`src/rtl/jtframe_sdram64_cmdarb_pkg.sv`:
```
// Shared definitions for the 64-bit SDRAM command-bus arbiter.
// Holds SDRAM command encodings {/CS,/RAS,/CAS,/WE}, the arbiter FSM states,
// the bank count and a one-hot to index helper.
package jtframe_sdram64_cmdarb_pkg;

  localparam int NBANK = 4;

  localparam logic [3:0] CMD_LOAD_MODE = 4'b0000;
  localparam logic [3:0] CMD_REFRESH   = 4'b0001;
  localparam logic [3:0] CMD_PRECHARGE = 4'b0010;
  localparam logic [3:0] CMD_ACTIVE    = 4'b0011;
  localparam logic [3:0] CMD_WRITE     = 4'b0100;
  localparam logic [3:0] CMD_READ      = 4'b0101;
  localparam logic [3:0] CMD_STOP      = 4'b0110;
  localparam logic [3:0] CMD_NOP       = 4'b0111;
  localparam logic [3:0] CMD_INHIBIT   = 4'b1000;

  typedef enum logic [1:0] {
    ST_ARB   = 2'd0,
    ST_DRAIN = 2'd1,
    ST_RFSH  = 2'd2
  } arb_state_t;

  // One-hot bank vector to bank index. An all-zero vector maps to 0.
  function automatic logic [1:0] onehot2idx(input logic [NBANK-1:0] oh);
    logic [1:0] idx;
    idx = 2'd0;
    for (int i = 0; i < NBANK; i++) begin
      if (oh[i]) idx = 2'(i);
    end
    return idx;
  endfunction

endpackage

```
`src/rtl/jtframe_sdram64_rrpick.sv`:
```
// Combinational 4-way round-robin picker.
// Ports: req (request mask), last (index of last winner) -> win (one-hot
// winner, first set request after last searching upward mod 4), valid.
module jtframe_sdram64_rrpick
  import jtframe_sdram64_cmdarb_pkg::*;
(
  input  logic [NBANK-1:0] req,
  input  logic [1:0]       last,
  output logic [NBANK-1:0] win,
  output logic             valid
);

  logic [1:0] idx;
  logic       found;

  always_comb begin
    win   = '0;
    found = 1'b0;
    idx   = 2'd0;
    // k = 1..4 visits last+1, last+2, last+3 and finally last itself
    for (int k = 1; k <= NBANK; k++) begin
      idx = last + 2'(k);
      if (!found && req[idx]) begin
        win[idx] = 1'b1;
        found    = 1'b1;
      end
    end
  end

  assign valid = |req;

endmodule

```
`src/rtl/jtframe_sdram64_cmdarb.sv`:
```
// SDRAM command-bus arbiter: four bank engines (round-robin, one command per
// grant) and a refresh unit (br/bg/rfshing handshake) share registered pins.
// Ports: bank_br/cmd/a/idle in, bank_bg out; rfsh_br/help/cmd/a/rfshing in,
// rfsh_bg and noreq out; sdram_cmd/ba/a registered pin outputs.
module jtframe_sdram64_cmdarb
  import jtframe_sdram64_cmdarb_pkg::*;
#(
  parameter int AW        = 13,
  parameter bit HELPFIRST = 1'b1
) (
  input  logic              rst,
  input  logic              clk,
  input  logic [3:0]        bank_br,
  input  logic [15:0]       bank_cmd,
  input  logic [4*AW-1:0]   bank_a,
  input  logic [3:0]        bank_idle,
  output logic [3:0]        bank_bg,
  input  logic              rfsh_br,
  input  logic              rfsh_help,
  input  logic [3:0]        rfsh_cmd,
  input  logic [AW-1:0]     rfsh_a,
  input  logic              rfshing,
  output logic              rfsh_bg,
  output logic              noreq,
  output logic [3:0]        sdram_cmd,
  output logic [1:0]        sdram_ba,
  output logic [AW-1:0]     sdram_a
);

  arb_state_t       state, state_nxt;
  logic [1:0]       last;
  logic [3:0]       eligible;
  logic [3:0]       win;
  logic             win_vld;
  logic [1:0]       win_idx;
  logic [3:0]       sel_cmd;
  logic [AW-1:0]    sel_a;
  logic             rfsh_entry;
  logic             grant;
  logic             rfsh_bg_nxt;
  logic [3:0]       cmd_nxt;
  logic [1:0]       ba_nxt;
  logic [AW-1:0]    a_nxt;

  // A requester sees its grant one cycle late and keeps br up for one more
  // sampling edge; masking the bank granted last cycle absorbs that.
  assign eligible = bank_br & ~bank_bg;

  jtframe_sdram64_rrpick u_pick (
    .req   (eligible),
    .last  (last),
    .win   (win),
    .valid (win_vld)
  );

  assign win_idx = onehot2idx(win);

  always_comb begin
    sel_cmd = CMD_NOP;
    sel_a   = '0;
    for (int i = 0; i < NBANK; i++) begin
      if (win[i]) begin
        sel_cmd = bank_cmd[4*i +: 4];
        sel_a   = bank_a[AW*i +: AW];
      end
    end
  end

  assign rfsh_entry = rfsh_br && (!(|bank_br) || (HELPFIRST && rfsh_help));

  always_comb begin
    state_nxt   = state;
    grant       = 1'b0;
    rfsh_bg_nxt = 1'b0;
    cmd_nxt     = CMD_NOP;
    ba_nxt      = sdram_ba;
    a_nxt       = sdram_a;
    case (state)
      ST_ARB: begin
        if (rfsh_entry) begin
          state_nxt = ST_DRAIN;
        end else if (win_vld) begin
          grant   = 1'b1;
          cmd_nxt = sel_cmd;
          a_nxt   = sel_a;
          ba_nxt  = win_idx;
        end
      end
      ST_DRAIN: begin
        if (!rfsh_br) begin
          state_nxt = ST_ARB;
        end else if (&bank_idle) begin
          rfsh_bg_nxt = 1'b1;
          state_nxt   = ST_RFSH;
        end
      end
      ST_RFSH: begin
        // rfshing only rises after the refresh unit sees rfsh_bg, so it is
        // ignored while the grant pulse is still on the wire.
        if (!rfshing && !rfsh_bg) begin
          state_nxt = ST_ARB;
        end else begin
          cmd_nxt = rfsh_cmd;
          a_nxt   = rfsh_a;
          ba_nxt  = 2'd0;
        end
      end
      default: state_nxt = ST_ARB;
    endcase
  end

  always_ff @(posedge clk) begin
    if (rst) begin
      state     <= ST_ARB;
      last      <= 2'd3;
      bank_bg   <= '0;
      rfsh_bg   <= 1'b0;
      noreq     <= 1'b1;
      sdram_cmd <= CMD_NOP;
      sdram_ba  <= 2'd0;
      sdram_a   <= '0;
    end else begin
      state     <= state_nxt;
      bank_bg   <= grant ? win : 4'd0;
      rfsh_bg   <= rfsh_bg_nxt;
      noreq     <= ~|bank_br;
      sdram_cmd <= cmd_nxt;
      sdram_ba  <= ba_nxt;
      sdram_a   <= a_nxt;
      if (grant) last <= win_idx;
    end
  end

endmodule

```
`config.mk`:
```
export PLATFORM = sky130hd
export DESIGN_NAME = jtframe_sdram64_cmdarb
export DESIGN_NICKNAME = d
export VERILOG_FILES = /design/src/rtl/jtframe_sdram64_cmdarb_pkg.sv /design/src/rtl/jtframe_sdram64_rrpick.sv /design/src/rtl/jtframe_sdram64_cmdarb.sv
export SDC_FILE = /design/constraint.sdc
export NUM_CORES = 1
export LEC_CHECK = 0
export BUFFER_PORTS_ARGS = -buffer_cell sky130_fd_sc_hd__clkbuf_2
export CAP_MARGIN = 15
export CORE_MARGIN = 4
export CORE_UTILIZATION = 46
export CTS_BUF_LIST = sky130_fd_sc_hd__clkbuf_4
export CTS_CLUSTER_SIZE = 20
export DETAILED_ROUTE_END_ITERATION = 8
export GPL_TIMING_DRIVEN = 0
export PLACE_DENSITY = 0.83
export SKIP_LAST_GASP = 1
export SYNTH_ARGS = -nofsm -noshare
export SYNTH_HDL_FRONTEND = slang
export SYNTH_SLANG_ARGS = --single-unit
```
`constraint.sdc`:
```
create_clock -name clk -period 4.25 [get_ports clk]
set_input_delay 0.6375 -clock clk [delete_from_list [all_inputs] [get_ports clk]]
set_output_delay 0.6375 -clock clk [all_outputs]
set_load 0.05 [all_outputs]
```
Yosys cells after proc, flatten, opt, wreduce, memory -nomap -nowiden:

Index checks and enable logic that the tools add are counted.

* multipliers: 0
* magnitude comparators: 8
* reductions and logical operators: 25
* shift-type cells: 0
* multiplexer cells: 55
* $add $sub $neg: 3
* equal/unequal tests: 8
* bitwise operators: 8
* div/mod/pow operators: 0

Operators with widths (count)
* 13-bit 2-to-1 mux: 7
* 4-bit 2-to-1 mux: 11
* 13-bit case mux with 2 select lines: 1
* 2-bit 2-to-1 mux: 9
* 1-bit 2-to-1 mux: 16
* 2-bit by 3-bit less-than comparator with 1-bit output (second input constant): 4
* 4-bit bitwise OR: 3
* 1-bit logical AND: 9
* 1-bit binary-select mux with 2-bit select: 4
* 1-bit demux with 2-bit select: 4
* 2-bit by 1-bit greater-or-equal comparator with 1-bit output (second input constant): 4
* 2-bit inequality test (second input constant): 4
* 4-bit case mux with 2 select lines: 1
* 4-bit AND reduction: 2
* 4-bit OR reduction: 2
* 1-bit logical NOT: 6
* 2-bit case mux with 3 select lines: 1
* 2-bit adder (second input constant): 2
* 4-bit bitwise AND: 1
* 4-bit NOT: 1
* 2-bit case mux with 2 select lines: 1
* 3-bit inequality test (second input constant): 1
* 1-bit NOT: 3
* 3-bit AND reduction: 1
* 9 further kinds: 9

* bits in read-only memories: 0
* register bits: 29
* memory bits (writable): 0
* output and inout bits: 25
* input bits: 98
* memories: 0
* logic and storage cells: 115
* latch bits: 0

Logic depth before layout (Yosys ltp):

Gate-level depths: netlist of run 1.

* word-level depth: 21
* gate-level depth with buffers: 12
* gate-level depth less buffers: 9

Modules after synthesis:

A second synthesis of run 1 with hierarchy kept.

* cell total of the unflattened synthesis: 234
* area, all modules: 2038.2 µm²

Modules (own cells, without submodules)
* jtframe_sdram64_cmdarb: instances 1, cells each 195, sequential area each 580.6 µm², area each 1672.9 µm²
* jtframe_sdram64_rrpick: instances 1, cells each 39, sequential area each 0.0 µm², area each 365.4 µm²

Worst setup path before layout of run 1:

Ideal clock, no wire load.

* kind: flip-flop to flip-flop
* from: register bank_bg[0]
* to: register sdram_a[0]
* data arrival time: 2.970 ns
* clock period less this slack: 3.091 ns
* buffers on the path: 2
* cell stages (with the launch flop): 11
* library setup time: 0.122 ns
* path slack: 1.159 ns
* required time: 4.128 ns
* cell sequence: dfxtp_1 > and2b_1 > mux4_2 > mux2i_1 > or3_4 > or2_1 > buf_6 > buf_2 > a221o_1 > o21ai_0 > a21oi_2

* longest elaborated chain between the ends: 21
* elaborated cells on any way between the ends: 36
* classes of those cells: 1 x eq/ne; 22 x mux; 5 x bitwise; 8 x reduce/logical

RTL lines
* from (decl): line jtframe_sdram64_cmdarb.sv:17 `output logic [3:0] bank_bg,`
* from (signal assigned): line jtframe_sdram64_cmdarb.sv:124 `bank_bg <= grant ? win : 4'd0;`
* 4-bit NOT (*): line jtframe_sdram64_cmdarb.sv:47 `assign eligible = bank_br & ~bank_bg;`
* 4-bit bitwise AND (*): line jtframe_sdram64_cmdarb.sv:47
* 1-bit binary-select mux with 2-bit select: line jtframe_sdram64_rrpick.sv:23 `if (!found && req[idx]) begin`
* 1-bit 2-to-1 mux (implied by the code): line jtframe_sdram64_rrpick.sv:23
* 1-bit 2-to-1 mux: line jtframe_sdram64_rrpick.sv:23
* 1-bit logical NOT: line jtframe_sdram64_rrpick.sv:23
* 1-bit logical AND: line jtframe_sdram64_rrpick.sv:23
* 1-bit 2-to-1 mux: line jtframe_sdram64_rrpick.sv:23
* [... 2 more ...]
* 1-bit 2-to-1 mux: line jtframe_sdram64_rrpick.sv:23
* 1-bit logical NOT: line jtframe_sdram64_rrpick.sv:23
* 1-bit logical AND: line jtframe_sdram64_rrpick.sv:23
* 4-bit 2-to-1 mux: line jtframe_sdram64_rrpick.sv:23
* 13-bit 2-to-1 mux (4 in series): line jtframe_sdram64_cmdarb.sv:62 `if (win[i]) begin`
* 13-bit 2-to-1 mux: line jtframe_sdram64_cmdarb.sv:82 `end else if (win_vld) begin`
* 13-bit 2-to-1 mux: line jtframe_sdram64_cmdarb.sv:80 `if (rfsh_entry) begin`
* 13-bit case mux with 2 select lines: line jtframe_sdram64_cmdarb.sv:78 `case (state)`
* to (signal assigned): line jtframe_sdram64_cmdarb.sv:129 `sdram_a <= a_nxt;`
* to (decl): line jtframe_sdram64_cmdarb.sv:27 `output logic [AW-1:0] sdram_a`

Mark *: on every way between the ends. The rest lies on a longest branch, timed or not. The select of a mux whose other input is x is not followed.
A chain may end at the register's enable or synchronous reset.

Worst setup path in the final report of run 1:

* from: register last[1]
* to: register sdram_a[2]

* longest elaborated chain between the ends: 20
* elaborated cells on any way between the ends: 54
* classes of those cells: 3 x add/sub; 8 x order compare; 30 x mux; 3 x bitwise; 10 x reduce/logical

RTL lines
* from (decl): line jtframe_sdram64_cmdarb.sv:31 `logic [1:0] last;`
* from (signal assigned): line jtframe_sdram64_cmdarb.sv:130 `if (grant) last <= win_idx;`
* branches (longest 12 deep; another with 2-bit by 3-bit less-than comparator with 1-bit output)
* 4-bit 2-to-1 mux (*): line jtframe_sdram64_rrpick.sv:23
* 13-bit 2-to-1 mux (3 in series): line jtframe_sdram64_cmdarb.sv:62
* 13-bit 2-to-1 mux (*): line jtframe_sdram64_cmdarb.sv:62
* 13-bit 2-to-1 mux (*): line jtframe_sdram64_cmdarb.sv:82
* 13-bit 2-to-1 mux (*): line jtframe_sdram64_cmdarb.sv:80
* 13-bit case mux with 2 select lines (*): line jtframe_sdram64_cmdarb.sv:78

Every way passes the cells marked *. The select of a mux whose other input is x is not followed.

==> qor.txt, run 1 <==
# diodes - 0
root buf cell - clkbuf_4
vias post-DR - 2,642
Post-Synth XOR/XNOR Area - 0
Final Hold Viols - 0
Num CTS Buffers - 5
GR Util All Layers - 0.260
initial antenna violation count - 0
post-synthesis mux area share - 0.0151
synth top area cells - dfxtp_1 (27%), a21oi_2 (8.2%), a221o_1 (6.1%)
GRT overflow - 0
critical path data required time - 4.52 ns
Setup TNS - 0 ns
EDFF count, synth - 0
# rows - 24
fin worst setup slack - 0.592 ns
sequential share of the synthesized area - 0.270
Ports - 123
CTS-repair resized insts - 0
DIE HEIGHT - 76.3 um
Final ANT Viol Nets - 0
Mean Syn Cell Area - 8.56 um2
Seq cells post-synth - 29
Yosys top cell area share - 0.270
Area Growth Syn to Fin - 33.7%
Pleak - 0.00134 uW
combinational family with the most area after synthesis - compound AO/OA/AOI/OAI gates
DRC - 0
max-capacitance violation count - 0
RePlAce Congestion - 0.884
RSZ-0062 raised after global routing - no
post-CTS setup buffer count - 0
Slew HR - 0.370
DR vias/cell - 6.12
Adder-Cell Fraction of Synth Area - 0.0466
drt pass-1 iters - 5
Setup Skew - 0.00166 ns
Worst R2R Path Depth - 10
min Tclk post-route - 3.66 ns
CTS tree - yes
Post-Synth Simple-Gate Area - 0.235
largest net degree at the start of global routing - 13
final core occ - 0.646
mapped cell area - 0.00215 mm2
Critical Path Sink Type - flip-flop
cts hold-fix bufs - 0
worst r2r dst - sdram_a[2]
Worst VDD drop - 0.517 mV
Pwr per Cell Area - 831 mW/mm2
fin crit share - 0.861
highest fanout seen on the critical path - 12
Nets - 486
Syn Inst Count - 251
Wirelength per Cell - 17.8 um
IO buf count - 122
CP Capture Point - sdram_a[2]
Clock Latency Late Sink - 0.33 ns
1st-iter DRT viols - 240
async set or reset register ratio after synthesis - 0
syn_nets - 357
WP data arrival - 3.93 ns
Chip Width - 76.3 um
CTS Sinks - 29
area leader, netlist - dfxtp_1
Place WS - 0.736 ns
Worst Setup Path Type - flip-flop to flip-flop
Yosys cell types - 57
final setup fails - 0
fin. max-slew vios - 0
post-DP HPWL - 6030 um
Reg2Reg Launch Point - last[1]
first-pass GRT wire length - 12,400 um
fraction of the mapped netlist area in compound gates - 0.379
Clock Path Buffers - 2
CTS clk-pin slew, worst paths - 0.09 ns
Initial Utilization - 0.483
Worst Hold Class - flip-flop to flip-flop
share of cells above drive strength 1 - 0.442
Final Cell Area - 0.00287 mm2
hold slack - 0.497 ns
R2R Setup Slk - 0.59 ns
full die area - 0.00583 mm2
most common flop cell mapped by yosys - dfxtp_1
Yosys Warn Count - 0
worst-margin pin slew - 0.939 ns
max frequency - 273 MHz
WL final - 7670 um
Placed Area - 0.00282 mm2
number of global-route vias before repair - 2,558
Core Box Area - 0.00444 mm2
CP Launch Point - last[1]
outcome - complete, no violations
H-tree depth - 2
crit start category - flip-flop
critical hold path startpoint - sdram_ba[1]
logic make-up (layout without fill, tap and decap cells):
family	count (synthesis)	after routing
buffers and inverters	23	152
adder cells (fa/ha/maj)	8	8
AO/OA/AOI/OAI	105	105
AND/OR/NAND/NOR	84	84
multiplexers	2	2
flip-flops	29	29
critical path, cell delays in order (launching register included):
cell and delay, ns:
dfxtp_1 0.59, inv_1 0.24, ha_1 0.40, mux4_2 0.40, mux2i_1 0.16, or3_4 0.41, a311oi_2 0.55, buf_2 0.38
a221o_1 0.19, o21ai_0 0.12, a21oi_2 0.15
metrics by stage:
stage,instances,total power (uW)
finish,432,2390
global route,432,2540
CTS,432,2370
detailed placement,425,2200
global placement,425,2170
floorplan,251,1790
worst min path at each step:
| stage | endpoint | slack (ns) | cells after the start |
|---|---|---|---|
| floorplan | rfsh_bg | 0.65 | 3 |
| global placement | sdram_ba[1] | 0.48 | 2 |
| detailed placement | sdram_ba[1] | 0.49 | 2 |
| CTS | sdram_ba[1] | 0.50 | 2 |
| global route | sdram_cmd[3] | 0.53 | 3 |
| finish | sdram_ba[1] | 0.50 | 2 |
Yosys cell counts, drive strengths merged (2+ instances only):
library cell  number
nor2              11
a22o               2
nor3b              2
a211o              3
o311a              2
o211ai            14
nor3              16
nor4               3
nor4bb             2
nand3              7
and3               4
a21oi             30
o21ai             21
inv                4
ha                 8
nand2              7
buf                9
nor2b              2
o221ai             3
or2                3
or3               16
dfxtp             29
a211oi             2
and2b              2
nand2b             4
clkbuf             9
a221o             13
registers in the layout, summed over array words and instances, names as in the netlist:
register and cells:
sdram_a 13, bank_bg 4, sdram_cmd 4, last 2
sdram_ba 2, state 2, noreq 1, rfsh_bg 1
final cells by class:
type / count / area, um2
Clock buffer: 6 / 45.0
Buffer: 18 / 97.6
Timing Repair Buffer: 122 / 611
Inverter: 5 / 18.8
Multi-Input combinational cell: 199 / 1450
Tap cell: 52 / 65.1
Clock inverter: 1 / 3.75
Fill cell: 389 / 1570
Sequential cell: 29 / 581
per-layer routing:
layer	up-vias	global-route usage	wire, um
met5	-	0	0
met4	0	0.121	223
met3	26	0.0615	660
met2	169	0.423	3650
met1	1196	0.323	3140
li1	1251	-	-
power by group:
group | internal (uW) | switching [uW]
Combinational | 623 | 1150
Sequential | 378 | 69.2
Clock | 66.3 | 96.8
Total | 1070 | 1320
cell usage in the layout (no fill, tap or decap), drive strengths merged, types with 3 or more instances in the layout:
cell type    n
inv          4
o21ai       21
or3         16
nor2        11
a211o        3
o211ai      14
nor4         3
nand2b       4
a221o       13
a21oi       30
clkbuf     137
or2          3
nor3        16
ha           8
buf          9
o221ai       3
nand3        7
and3         4
dfxtp       29
nand2        7
(Power assumes the default switching activity.)
==> run 2: changes to the inputs <==
BUFFER_PORTS_ARGS = not set   (was -buffer_cell sky130_fd_sc_hd__clkbuf_2)
CORE_UTILIZATION = 60   (was 46)
DONT_BUFFER_PORTS = 1   (was not set)
PLACE_DENSITY = 0.76   (was 0.83)
==> run 2 against run 1 <==
Effect of this change:
- design area fell by 21%
- non-clock buffer count down 122
- sequential share of layout area is 5.5 points higher
- final cell count down 29%
- largest cell class unchanged
- critical path depth shrank 1
- combinational power fell by 29%
- via count fell by 19%
- register-to-register slack improved by 0.22 ns
- flip-flop and latch count unchanged
- wire length down 14%
- die area fell by 21%
==> qor.txt, run 2 (synthesized netlist as in run 1, its figures left out) <==
outcome - complete, no violations
RePlAce Congestion - 0.880
full die area - 0.00460 mm2
Worst Setup Path Type - flip-flop to flip-flop
RSZ-0062 raised after global routing - no
Core Box Area - 0.00339 mm2
DR vias/cell - 6.99
largest net degree at the start of global routing - 13
max frequency - 291 MHz
Wirelength per Cell - 21.8 um
CTS Sinks - 29
DIE HEIGHT - 67.8 um
drt pass-1 iters - 4
Reg2Reg Launch Point - bank_bg[1]
post-CTS setup buffer count - 0
1st-iter DRT viols - 130
CTS-repair resized insts - 0
Final ANT Viol Nets - 0
vias post-DR - 2,132
CP Capture Point - sdram_a[2]
highest fanout seen on the critical path - 10
Area Growth Syn to Fin - 5.01%
WL final - 6640 um
Nets - 364
most frequent cells in the layout - dfxtp_1 (29), a21oi_2 (20), o21ai_0 (19)
root buf cell - clkbuf_4
# diodes - 0
# rows - 21
crit-path cells - and2b_1 > mux4_2 > mux2i_1 > or3_4 > a311oi_2 > buf_2 > a221o_1 > o21ai_0 > a21oi_2
worst r2r dst - sdram_a[2]
H-tree depth - 2
CTS tree - yes
CP Launch Point - bank_bg[1]
Initial Utilization - 0.634
Num CTS Buffers - 5
number of global-route vias before repair - 2,021
IO buf count - 0
max incr delay on CP - 0.71 ns
Final Hold Viols - 0
R2R Setup Slk - 0.81 ns
Top Registers - sdram_a: 13 flops, bank_bg: 4 flops, sdram_cmd: 4 flops
first-pass GRT wire length - 9790 um
Clock Latency Late Sink - 0.33 ns
Chip Width - 67.8 um
initial antenna violation count - 0
worst-margin pin slew - 0.899 ns
Pwr per Cell Area - 984 mW/mm2
max-capacitance violation count - 0
fin. max-slew vios - 0
GRT overflow - 0
Setup TNS - 0 ns
critical path data required time - 4.52 ns
post-DP HPWL - 5240 um
fin crit share - 0.809
Slew HR - 0.397
min Tclk post-route - 3.44 ns
Largest Register - sdram_a
Worst VDD drop - 0.463 mV
Worst Hold Class - primary input to flip-flop
WP data arrival - 3.71 ns
most common cell after layout, fill and taps aside - dfxtp_1
flip-flop count of the largest register after layout - 13
Pleak - 0.000824 uW
final setup fails - 0
hold slack - 0.460 ns
Clock Path Buffers - 2
Ports - 123
share of cells above drive strength 1 - 0.178
crit start category - flip-flop
slowest CP cell - dfxtp_1
Worst R2R Path Depth - 9
GR Util All Layers - 0.284
CTS clk-pin slew, worst paths - 0.09 ns
cts hold-fix bufs - 0
Setup Skew - 0.00489 ns
DRC - 0
Critical Path Sink Type - flip-flop
## run 2: cell types whose count changed in the layout (fill, tap and decap cells not counted)
cell and delta:
clkbuf_4 -1, clkinv_1 +1, clkinv_2 +1, clkbuf_2 -122
## run 2: worst max-delay path: cells and delay by family (launching register included)
kind / cells / cell delay, ns
and+or+nand+nor: 2 / 0.73
muxes: 2 / 0.70
buffers and inverters: 1 / 0.33
AOI/OAI and AO/OA: 4 / 0.92
DFF: 1 / 0.71
## run 2: worst min path at each step
stage                 startpoint            to  depth (start not counted)
CTS                 bank_cmd[15]  sdram_cmd[3]                          2
global route        bank_cmd[15]  sdram_cmd[3]                          2
detailed placement      state[0]       rfsh_bg                          3
finish              bank_cmd[15]  sdram_cmd[3]                          2
floorplan               state[0]       rfsh_bg                          3
global placement        state[0]       rfsh_bg                          3
## run 2: power by group
| part | switching [uW] | internal [uW] |
|---|---|---|
| Clock | 97.5 | 59.6 |
| Sequential | 424 | 378 |
| Combinational | 729 | 532 |
| Total | 1250 | 969 |
## run 2: area by class of cell
class                      count  area, um2
multi-input combinational    199       1450
fill                         337       1130
sequential                    29        581
buffer                        18       97.6
tap                           46       57.6
clock buffer                   5       37.5
inverter                       5       18.8
clock inverter                 3       12.5
## run 2: per-stage QoR
stage / cell area (um2) / util / setup slack, ns / std cells / power [uW]
finish: 2260 / 0.666 / 0.811 / 305 / 2220
global route: 2260 / 0.666 / 0.559 / 305 / 2380
global placement: 2210 / 0.651 / 0.895 / 297 / 2030
floorplan: 2150 / - / 1.16 / 251 / 1790
CTS: 2260 / 0.666 / 0.825 / 305 / 2210
detailed placement: 2210 / 0.651 / 0.850 / 297 / 2060
## run 2: layer usage
metal  vias to the layer above  routed length [um]  track usage
met2                       119                3290        0.492
met4                         0                  77       0.0968
met5                         -                   0            0
met1                       998                2570        0.338
met3                        10                 703       0.0739
li1                       1005                   -            -
